--- src/rtl/tiger_muldiv_unit.sv ---
// Iterative multiply/divide unit that owns HI/LO and requests Ex stalls while busy.
// Optional build macro TIGER_MULDIV_FAST_MUL_EN replaces the shift-add multiply with one registered multiply.
module tiger_muldiv_unit #(
    parameter int DATA_WIDTH  = 32,
    parameter int COUNT_WIDTH = 6
) (
    input  logic                  clk,
    input  logic                  reset,
    input  logic                  op_valid,
    input  logic [2:0]            op,
    input  logic [DATA_WIDTH-1:0] opA,
    input  logic [DATA_WIDTH-1:0] opB,
    input  logic                  hold,
    output logic                  stallRq,
    output logic                  busy,
    output logic [DATA_WIDTH-1:0] hi,
    output logic [DATA_WIDTH-1:0] lo,
    output logic [DATA_WIDTH-1:0] result
);
    localparam int W = DATA_WIDTH;
    localparam logic [COUNT_WIDTH-1:0] LAST = COUNT_WIDTH'(DATA_WIDTH - 1);

    localparam logic [2:0] OP_MULT  = 3'd0;
    localparam logic [2:0] OP_MULTU = 3'd1;
    localparam logic [2:0] OP_DIV   = 3'd2;
    localparam logic [2:0] OP_DIVU  = 3'd3;
    localparam logic [2:0] OP_MTHI  = 3'd4;
    localparam logic [2:0] OP_MTLO  = 3'd5;
    localparam logic [2:0] OP_MFHI  = 3'd6;
    localparam logic [2:0] OP_MFLO  = 3'd7;

    typedef enum logic [1:0] {IDLE, MUL, DIV, FIX} state_t;

    state_t                 state;
    logic [COUNT_WIDTH-1:0] count;
    logic [2*W-1:0]         acc;
    logic [W-1:0]           a_mag;
    logic [W-1:0]           b_mag;
    logic                   is_div;
    logic                   neg_q;
    logic                   neg_r;

    function automatic logic [W-1:0] magnitude(input logic [W-1:0] x, input logic neg);
        return neg ? (~x + 1'b1) : x;
    endfunction

    logic accept, signed_op, is_mul_op, is_div_op, sign_a, sign_b;

    assign busy      = (state != IDLE);
    assign stallRq   = op_valid && busy;
    assign accept    = op_valid && !busy && !hold;
    assign signed_op = (op == OP_MULT) || (op == OP_DIV);
    assign is_mul_op = (op == OP_MULT) || (op == OP_MULTU);
    assign is_div_op = (op == OP_DIV)  || (op == OP_DIVU);
    assign sign_a    = signed_op && opA[W-1];
    assign sign_b    = signed_op && opB[W-1];

    always_comb begin
        result = '0;
        if (op == OP_MFHI) result = hi;
        else if (op == OP_MFLO) result = lo;
    end

    // Restoring divide step: acc = {remainder, dividend bits shifting into quotient}.
    // The subtraction's top bit is the borrow because the shifted remainder is below 2*divisor.
    logic [W:0]     div_shift, div_diff;
    logic [2*W-1:0] div_next;
    assign div_shift = {acc[2*W-1:W], acc[W-1]};
    assign div_diff  = div_shift - {1'b0, b_mag};
    assign div_next  = !div_diff[W] ? {div_diff[W-1:0], acc[W-2:0], 1'b1}
                                    : {div_shift[W-1:0], acc[W-2:0], 1'b0};

`ifndef TIGER_MULDIV_FAST_MUL_EN
    // Shift-add step: acc = {partial product, remaining multiplier bits}.
    logic [W:0]     mul_sum;
    logic [2*W-1:0] mul_next;
    assign mul_sum  = {1'b0, acc[2*W-1:W]} + {1'b0, a_mag};
    assign mul_next = acc[0] ? {mul_sum, acc[W-1:1]} : {1'b0, acc[2*W-1:1]};
`endif

    logic [2*W-1:0] prod_fix;
    logic [W-1:0]   q_fix, r_fix;
    assign prod_fix = neg_q ? -acc : acc;
    assign q_fix    = neg_q ? -acc[W-1:0] : acc[W-1:0];
    assign r_fix    = neg_r ? -acc[2*W-1:W] : acc[2*W-1:W];

    always_ff @(posedge clk or posedge reset) begin
        if (reset) begin
            state  <= IDLE;
            count  <= '0;
            hi     <= '0;
            lo     <= '0;
            is_div <= 1'b0;
            neg_q  <= 1'b0;
            neg_r  <= 1'b0;
        end else begin
            case (state)
                IDLE: begin
                    if (accept) begin
                        if (is_mul_op) begin
                            state  <= MUL;
                            is_div <= 1'b0;
                            neg_q  <= sign_a ^ sign_b;
                            neg_r  <= 1'b0;
                        end else if (is_div_op) begin
                            is_div <= 1'b1;
                            if (opB == '0) begin
                                state <= FIX;
                                neg_q <= 1'b0;
                                neg_r <= 1'b0;
                            end else begin
                                state <= DIV;
                                neg_q <= sign_a ^ sign_b;
                                neg_r <= sign_a;
                            end
                        end else if (op == OP_MTHI) begin
                            hi <= opA;
                        end else if (op == OP_MTLO) begin
                            lo <= opA;
                        end
                    end
                end
                MUL: begin
`ifdef TIGER_MULDIV_FAST_MUL_EN
                    state <= FIX;
`else
                    if (count == LAST) begin
                        count <= '0;
                        state <= FIX;
                    end else begin
                        count <= count + 1'b1;
                    end
`endif
                end
                DIV: begin
                    if (count == LAST) begin
                        count <= '0;
                        state <= FIX;
                    end else begin
                        count <= count + 1'b1;
                    end
                end
                FIX: begin
                    state <= IDLE;
                    if (is_div) begin
                        hi <= r_fix;
                        lo <= q_fix;
                    end else begin
                        hi <= prod_fix[2*W-1:W];
                        lo <= prod_fix[W-1:0];
                    end
                end
            endcase
        end
    end

    // Datapath registers carry no reset; an aborted op leaves them unobservable.
    always_ff @(posedge clk) begin
        if (state == IDLE) begin
            if (accept && (is_mul_op || is_div_op)) begin
                a_mag <= magnitude(opA, sign_a);
                b_mag <= magnitude(opB, sign_b);
                if (is_div_op && opB == '0) acc <= {opA, {W{1'b1}}};
                else if (is_div_op)         acc <= {{W{1'b0}}, magnitude(opA, sign_a)};
                else                        acc <= {{W{1'b0}}, magnitude(opB, sign_b)};
            end
        end else if (state == MUL) begin
`ifdef TIGER_MULDIV_FAST_MUL_EN
            acc <= {{W{1'b0}}, a_mag} * {{W{1'b0}}, b_mag};
`else
            acc <= mul_next;
`endif
        end else if (state == DIV) begin
            acc <= div_next;
        end
    end
endmodule

--- config.mk ---
export PLATFORM = sky130hd
export DESIGN_NAME = tiger_muldiv_unit
export DESIGN_NICKNAME = d
export VERILOG_FILES = /design/src/rtl/tiger_muldiv_unit.sv
export SDC_FILE = /design/constraint.sdc
export NUM_CORES = 1
export LEC_CHECK = 0
export BUFFER_PORTS_ARGS = -buffer_cell sky130_fd_sc_hd__buf_2
export CAP_MARGIN = 5
export CORE_MARGIN = 2
export CORE_UTILIZATION = 38
export CTS_CLUSTER_DIAMETER = 60
export CTS_CLUSTER_SIZE = 24
export DETAILED_ROUTE_END_ITERATION = 10
export SYNTH_ARGS = -nofsm -noshare
export SYNTH_HDL_FRONTEND = slang
export SYNTH_SLANG_ARGS = --single-unit
--- constraint.sdc ---
create_clock -name clk -period 4.95 [get_ports clk]
set_input_delay 0.495 -clock clk [delete_from_list [all_inputs] [get_ports clk]]
set_output_delay 0.495 -clock clk [all_outputs]
set_load 0.02 [all_outputs]
-- Word-level counts from Yosys, hierarchy flattened
Index checks and enable logic that the tools add are counted.
- register bits: 203
- word-level logic and storage cells: 111
- equal/unequal tests: 20
- reduce and logical (&&, ||, !) cells: 27
- bitwise gates (word level): 3
- mux-type cells: 43
- $add $sub $neg: 8
- operator list (kind ; number):
    two-way mux 32 bit ; 18
    two-way mux 64 bit ; 8
    one-hot mux 32 bit (2 select lines) ; 2
    adder 32 x 1 -> 32 bit (second input constant) ; 2
    negator 32 bit ; 2
    negator 64 bit ; 1
    inverter 32 bit ; 2
    adder 32 x 32 -> 33 bit ; 1
    subtractor 33 x 32 -> 33 bit ; 1
    zero test 32 bit ; 1
    == test 3 bit (second input constant) ; 4
    != test 2 bit (second input constant) ; 6
    two-way mux 1 bit ; 9
    two-way mux 2 bit ; 4
    logical AND 1 bit ; 7
    adder 6 x 1 -> 6 bit (second input constant) ; 1
    == test 3 x 2 -> 1 bit (second input constant) ; 2
    == test 6 x 5 -> 1 bit (second input constant) ; 1
    two-way mux 6 bit ; 1
    one-hot mux 2 bit (3 select lines) ; 1
    AND reduction 3 bit ; 2
    AND reduction 6 bit ; 1
    nonzero test 2 bit ; 3
    AND reduction 5 bit ; 1
    other kinds (13) ; 20

-- Longest topological paths before layout
- word-level depth: 8
- gate-level depth with buffers: 13
- gate-level depth less buffers: 12

-- Worst setup path after synthesis
OpenSTA, ideal clock, no wires.
- path kind: reg-to-reg
- start: register state[0]
- end: register acc[0] (enable)
- period minus slack after synthesis: 4808 ps
- stages on the path, launching flop included: 6
- path slack: 142 ps
- arrival: 4301 ps
- setup time: 507 ps
- cells stage by stage: dfrtp_1 -> inv_1 -> ha_1 -> nand2_1 -> or3_1 -> a21oi_1
- word-level cells in the longest chain between the ends: 7
- ends and longest elaborated chain (item ; RTL line ; source):
    start, declared ; 34 ; state_t state;
    start signal, assigned ; 89 ; state <= IDLE;
    start signal, assigned ; 101 ; state <= MUL;
    start signal, assigned ; 108 ; state <= FIX;
    nonzero test 2 bit ; 49 ; assign busy = (state != IDLE);
    zero test 1 bit ; 51 ; assign accept = op_valid && !busy && !hold;
    logical AND 1 bit (2 in series) ; 51 ;
    logical AND 1 bit ; 160 ; if (accept && (is_mul_op || is_div_op)) begin
    != test 2 x 1 -> 1 bit (no line) ; -- ;
    AND reduction 2 bit (no line) (*) ; -- ;
    end signal, assigned ; 163 ; if (is_div_op && opB == '0) acc <= {opA, {W{1'b1}}};
    end signal, assigned ; 164 ; else if (is_div_op) acc <= {{W{1'b0}}, magnitude(opA, sign_a)};
    end signal, assigned ; 165 ; else acc <= {{W{1'b0}}, magnitude(opB, sign_b)};
    end, declared ; 36 ; logic [2*W-1:0] acc;
Every way passes the cells marked *; elsewhere a longest branch is shown, timed or not.
A chain may end at the register's enable or synchronous reset.

-- Final worst setup path
- start: register acc[22]
- end: register hi[26]
- word-level cells in the longest chain between the ends: 4
- ends and longest elaborated chain (item ; RTL line ; source):
    negator 64 bit ; 83 ; assign prod_fix = neg_q ? -acc : acc;
    two-way mux 64 bit ; 83 ;
    two-way mux 32 bit ; 145 ; if (is_div) begin
    one-hot mux 32 bit (2 select lines) ; 97 ; case (state)
    end signal, assigned ; 117 ; hi <= opA;
    end signal, assigned ; 146 ; hi <= r_fix;
    end signal, assigned ; 149 ; hi <= prod_fix[2*W-1:W];
    end, declared ; 16 ; output logic [DATA_WIDTH-1:0] hi,
Every way passes these cells.

==> metrics.md <==
| Metric | Value |
|---|---|
| Status | complete, no violations |
| P_leak | ~7.5 nW |
| Yosys top cell by area | edfxtp_1 |
| Max Fclk | between 200 and 250 MHz |
| Min-delay src | opB[0] |
| Antenna Cells | 0 |
| CTS resizes | 0 |
| RSZ-0062 raised after global routing | false |
| Pwr dens | 688 nW/µm² |
| Final HPWL DP | roughly 46000 µm |
| DRC Markers | 0 |
| Largest cells by area after synthesis | edfxtp_1 (24%), dfrtp_1 (12%), o21ai_0 (6.3%) |
| Rows | 75 |
| Max_slew headroom | 0.168 |
| Hold_ws | 0.225 ns |
| Initial core utilization | 0.387 |
| Maxcap violations | 0 |
| WP buf/inv | 1 |
| CP startpoint kind | flip-flop |
| CP max FO | 8 |
| Family with the most delay on the worst path | simple AND/OR/NAND/NOR gates |
| WS Path Type | flip-flop to flip-flop |
| Die X | approximately 210 µm |
| CP max stage cell | o41ai_1 |
| WP data arrival | around 4.8 ns |
| Placed instance area | between 15000 and 20000 µm² |
| CORE AREA | approximately 42000 µm² |
| Worst skew pair latency | 0.54 ns |
| Global Route Usage Sum | 0.263 |
| Root Buffer | clkbuf_16 |
| Die Span Y | between 200 and 250 µm |
| Detail Route Antenna Nets | 0 |
| First-pass GRT wire length | 89200 µm |
| Post-CTS Setup Bufs | 0 |
| H-tree depth | 1 |
| Wire per inst | approximately 24 µm |
| Launch point of the worst reg-to-reg path | acc[22] |
| Layout area overhead | 12.2% |
| Finish-stage setup viols | 0 |
| DR vias/cell | slightly above 6 |
| Syn Area/Cell | a little under 9 µm² |
| Initial DRC Count | between 1500 and 2000 |
| Layout cells sized above 1 | 0.138 |
| Clk buf depth | 3 |
| Worst endpoint required time | 5.38 ns |
| Flops & latches, synth | 203 |
| Number of buffers created by CTS | 20 |
| Distinct cells, synth | 76 |
| Mapped cell area | between 15000 and 20000 µm² |
| TritonRoute pass-1 iters | 6 |
| Setup WS post-layout | ~0.54 ns |
| Design Area, Final | about 18000 µm² |
| Crit path launch | acc[22] |
| Final Max Slew Viols | 0 |
| Vias in the first global route | around 15000 |
| Place WS | about 0.65 ns |
| Largest net degree at the start of global routing | 76 |
| CTS Hold Bufs | 0 |
| Yosys warns | 0 |
| Syn nets | 1999 |
| Post-synth EDFFs | roughly 130 |
| Total gr overflow | 0 |
| Crit end category | flip-flop |
| Ys async rst share | 0.369 |
| Max VDD drop | 0.460 mV |
| Final nets | roughly 2100 |
| Setup Skew | around 0.027 ns |
| Number of port buffers | about 170 |
| Clk pin slew, worst setup/hold paths | 0.08 ns |
| Sequential element share of the synthesized area | 0.351 |
| Via Count | between 15000 and 20000 |
| Post-Synthesis Cells | between 1500 and 2000 |
| Post-synth top flop | edfxtp_1 |
| I/O pins | between 150 and 200 |
| Max stage delay on crit path | ~0.9 ns |
| Post-route minimum period | roughly 4.4 ns |
| Initial antenna violation count | 1 |
| CP Cell Sequence | or4_1 -> nor4b_1 -> nor4b_4 -> a21oi_1 -> o41ai_1 -> buf_4 -> xor2_1 -> a211oi_1 -> a21o_1 |
| CTS tree | built |
| Die area | ~45000 µm² |
| Setup TNS | 0 ns |
| Most frequent cell after synthesis | o21ai_0 |
| Most frequent cells after synthesis | o21ai_0 (206), nand2_1 (176), a21oi_1 (138) |
| Hold WC Path Type | input port to flip-flop |
| Final hold viol count | 0 |
| Slew @ Worst Pin | roughly 1.2 ns |
| Fin crit share | 0.890 |
| Share of the synthesized area in the top cell type | 0.236 |
| RePlAce Congestion | 0.965 |
| Drt total wl | 59800 µm |
| CTS Sinks | just over 200 |
-- where the power goes --
group / internal [mW] / switching [mW] / leakage [nW] / total, mW
combinational: 2.79 / 4.52 / 5.00 / 7.30
clock: 0.826 / 0.798 / 0.339 / 1.62
sequential: 2.72 / 0.949 / 2.15 / 3.67
-- stage by stage --
step / util / total power, mW / instances
CTS: 0.434 / 12.5 / 2509
detailed placement: 0.418 / 10.9 / 2473
global placement: 0.418 / 10.8 / 2473
floorplan: - / 8.63 / 1853
finish: 0.434 / 12.6 / 2509
global route: 0.434 / 13.5 / 2509
-- per-layer routing --
layer	vias up	track usage	share of wire
met5	-	0	0.00022
met4	2	0.111	0.049
met3	141	0.0656	0.089
met2	697	0.405	0.44
met1	7418	0.352	0.42
li1	7089	-	-
-- sequential cells by signal (all words and copies together) (netlist names) --
register and cells:
neg_r 1, b_mag 32, hi 32, neg_q 1, state 2, a_mag 32
is_div 1, count 6, acc 64, lo 32
-- logic make-up (layout without fill, tap and decap cells) --
family / Yosys count / after routing / share of synthesized area
flops: 203 / 203 / 0.351
simple gates: 514 / 514 / 0.158
compound gates: 620 / 620 / 0.240
fa+ha+maj: 75 / 75 / 0.0585
buf+inv: 180 / 297 / 0.0436
mux: 92 / 92 / 0.0575
xor+xnor: 169 / 169 / 0.0912
-- worst reg2reg max path: cells and delay by family (launching register included) --
kind	cells	cell delay, ns
and+or+nand+nor	3	1.68
AOI/OAI and AO/OA	4	1.63
DFF	1	0.48
xor gates and xnor gates	1	0.28
buffers and inverters	1	0.24
-- final timing paths --
path | to | slack (ns) | cells past startpoint
max | hi[26] | 0.54 | 9
min | b_mag[0] | 0.22 | 1
max reg2reg | hi[26] | 0.54 | 9
min reg2reg | lo[30] | 0.50 | 1
max in group asynchronous | hi[30] | 4.09 | 3
min in group asynchronous | count[1] | 0.25 | 3
-- cells in the final DEF (no fill, tap or decap), types with 8 or more instances in the layout --
master       n
nand4_1     16
ha_1        70
a21oi_1    137
buf_2      168
inv_1       65
clkbuf_16   21
mux2_2      13
o21ai_0    205
o41ai_1     15
or3_1       30
o211ai_1    26
edfxtp_1   128
and3_1      17
a21o_1      48
a31oi_1     21
xnor2_1     94
nand2b_1    14
or2_2        8
o221ai_1    20
a211oi_1    18
buf_4       25
nor2_1     104
and2_1      10
dfrtp_1     75
o31ai_1     25
or4_1        9
xor2_1      74
o21a_1      10
nand3b_1    10
nor2b_1     19
a22o_1      37
nor4_1      16
nor3_1      34
nand3_1     24
nand2_1    176
mux2i_1     79
-- layout make-up --
type                            instances  area, µm²
Inverter                               68        255
Clock inverter                         14        153
Tap cell                              539        674
Timing Repair Buffer                  193       1030
Sequential cell                       203       5720
Clock buffer                           22        529
Fill cell                            4198      23800
Multi-Input combinational cell       1470       9940
No activity file was read; power rests on OpenSTA's default activity.
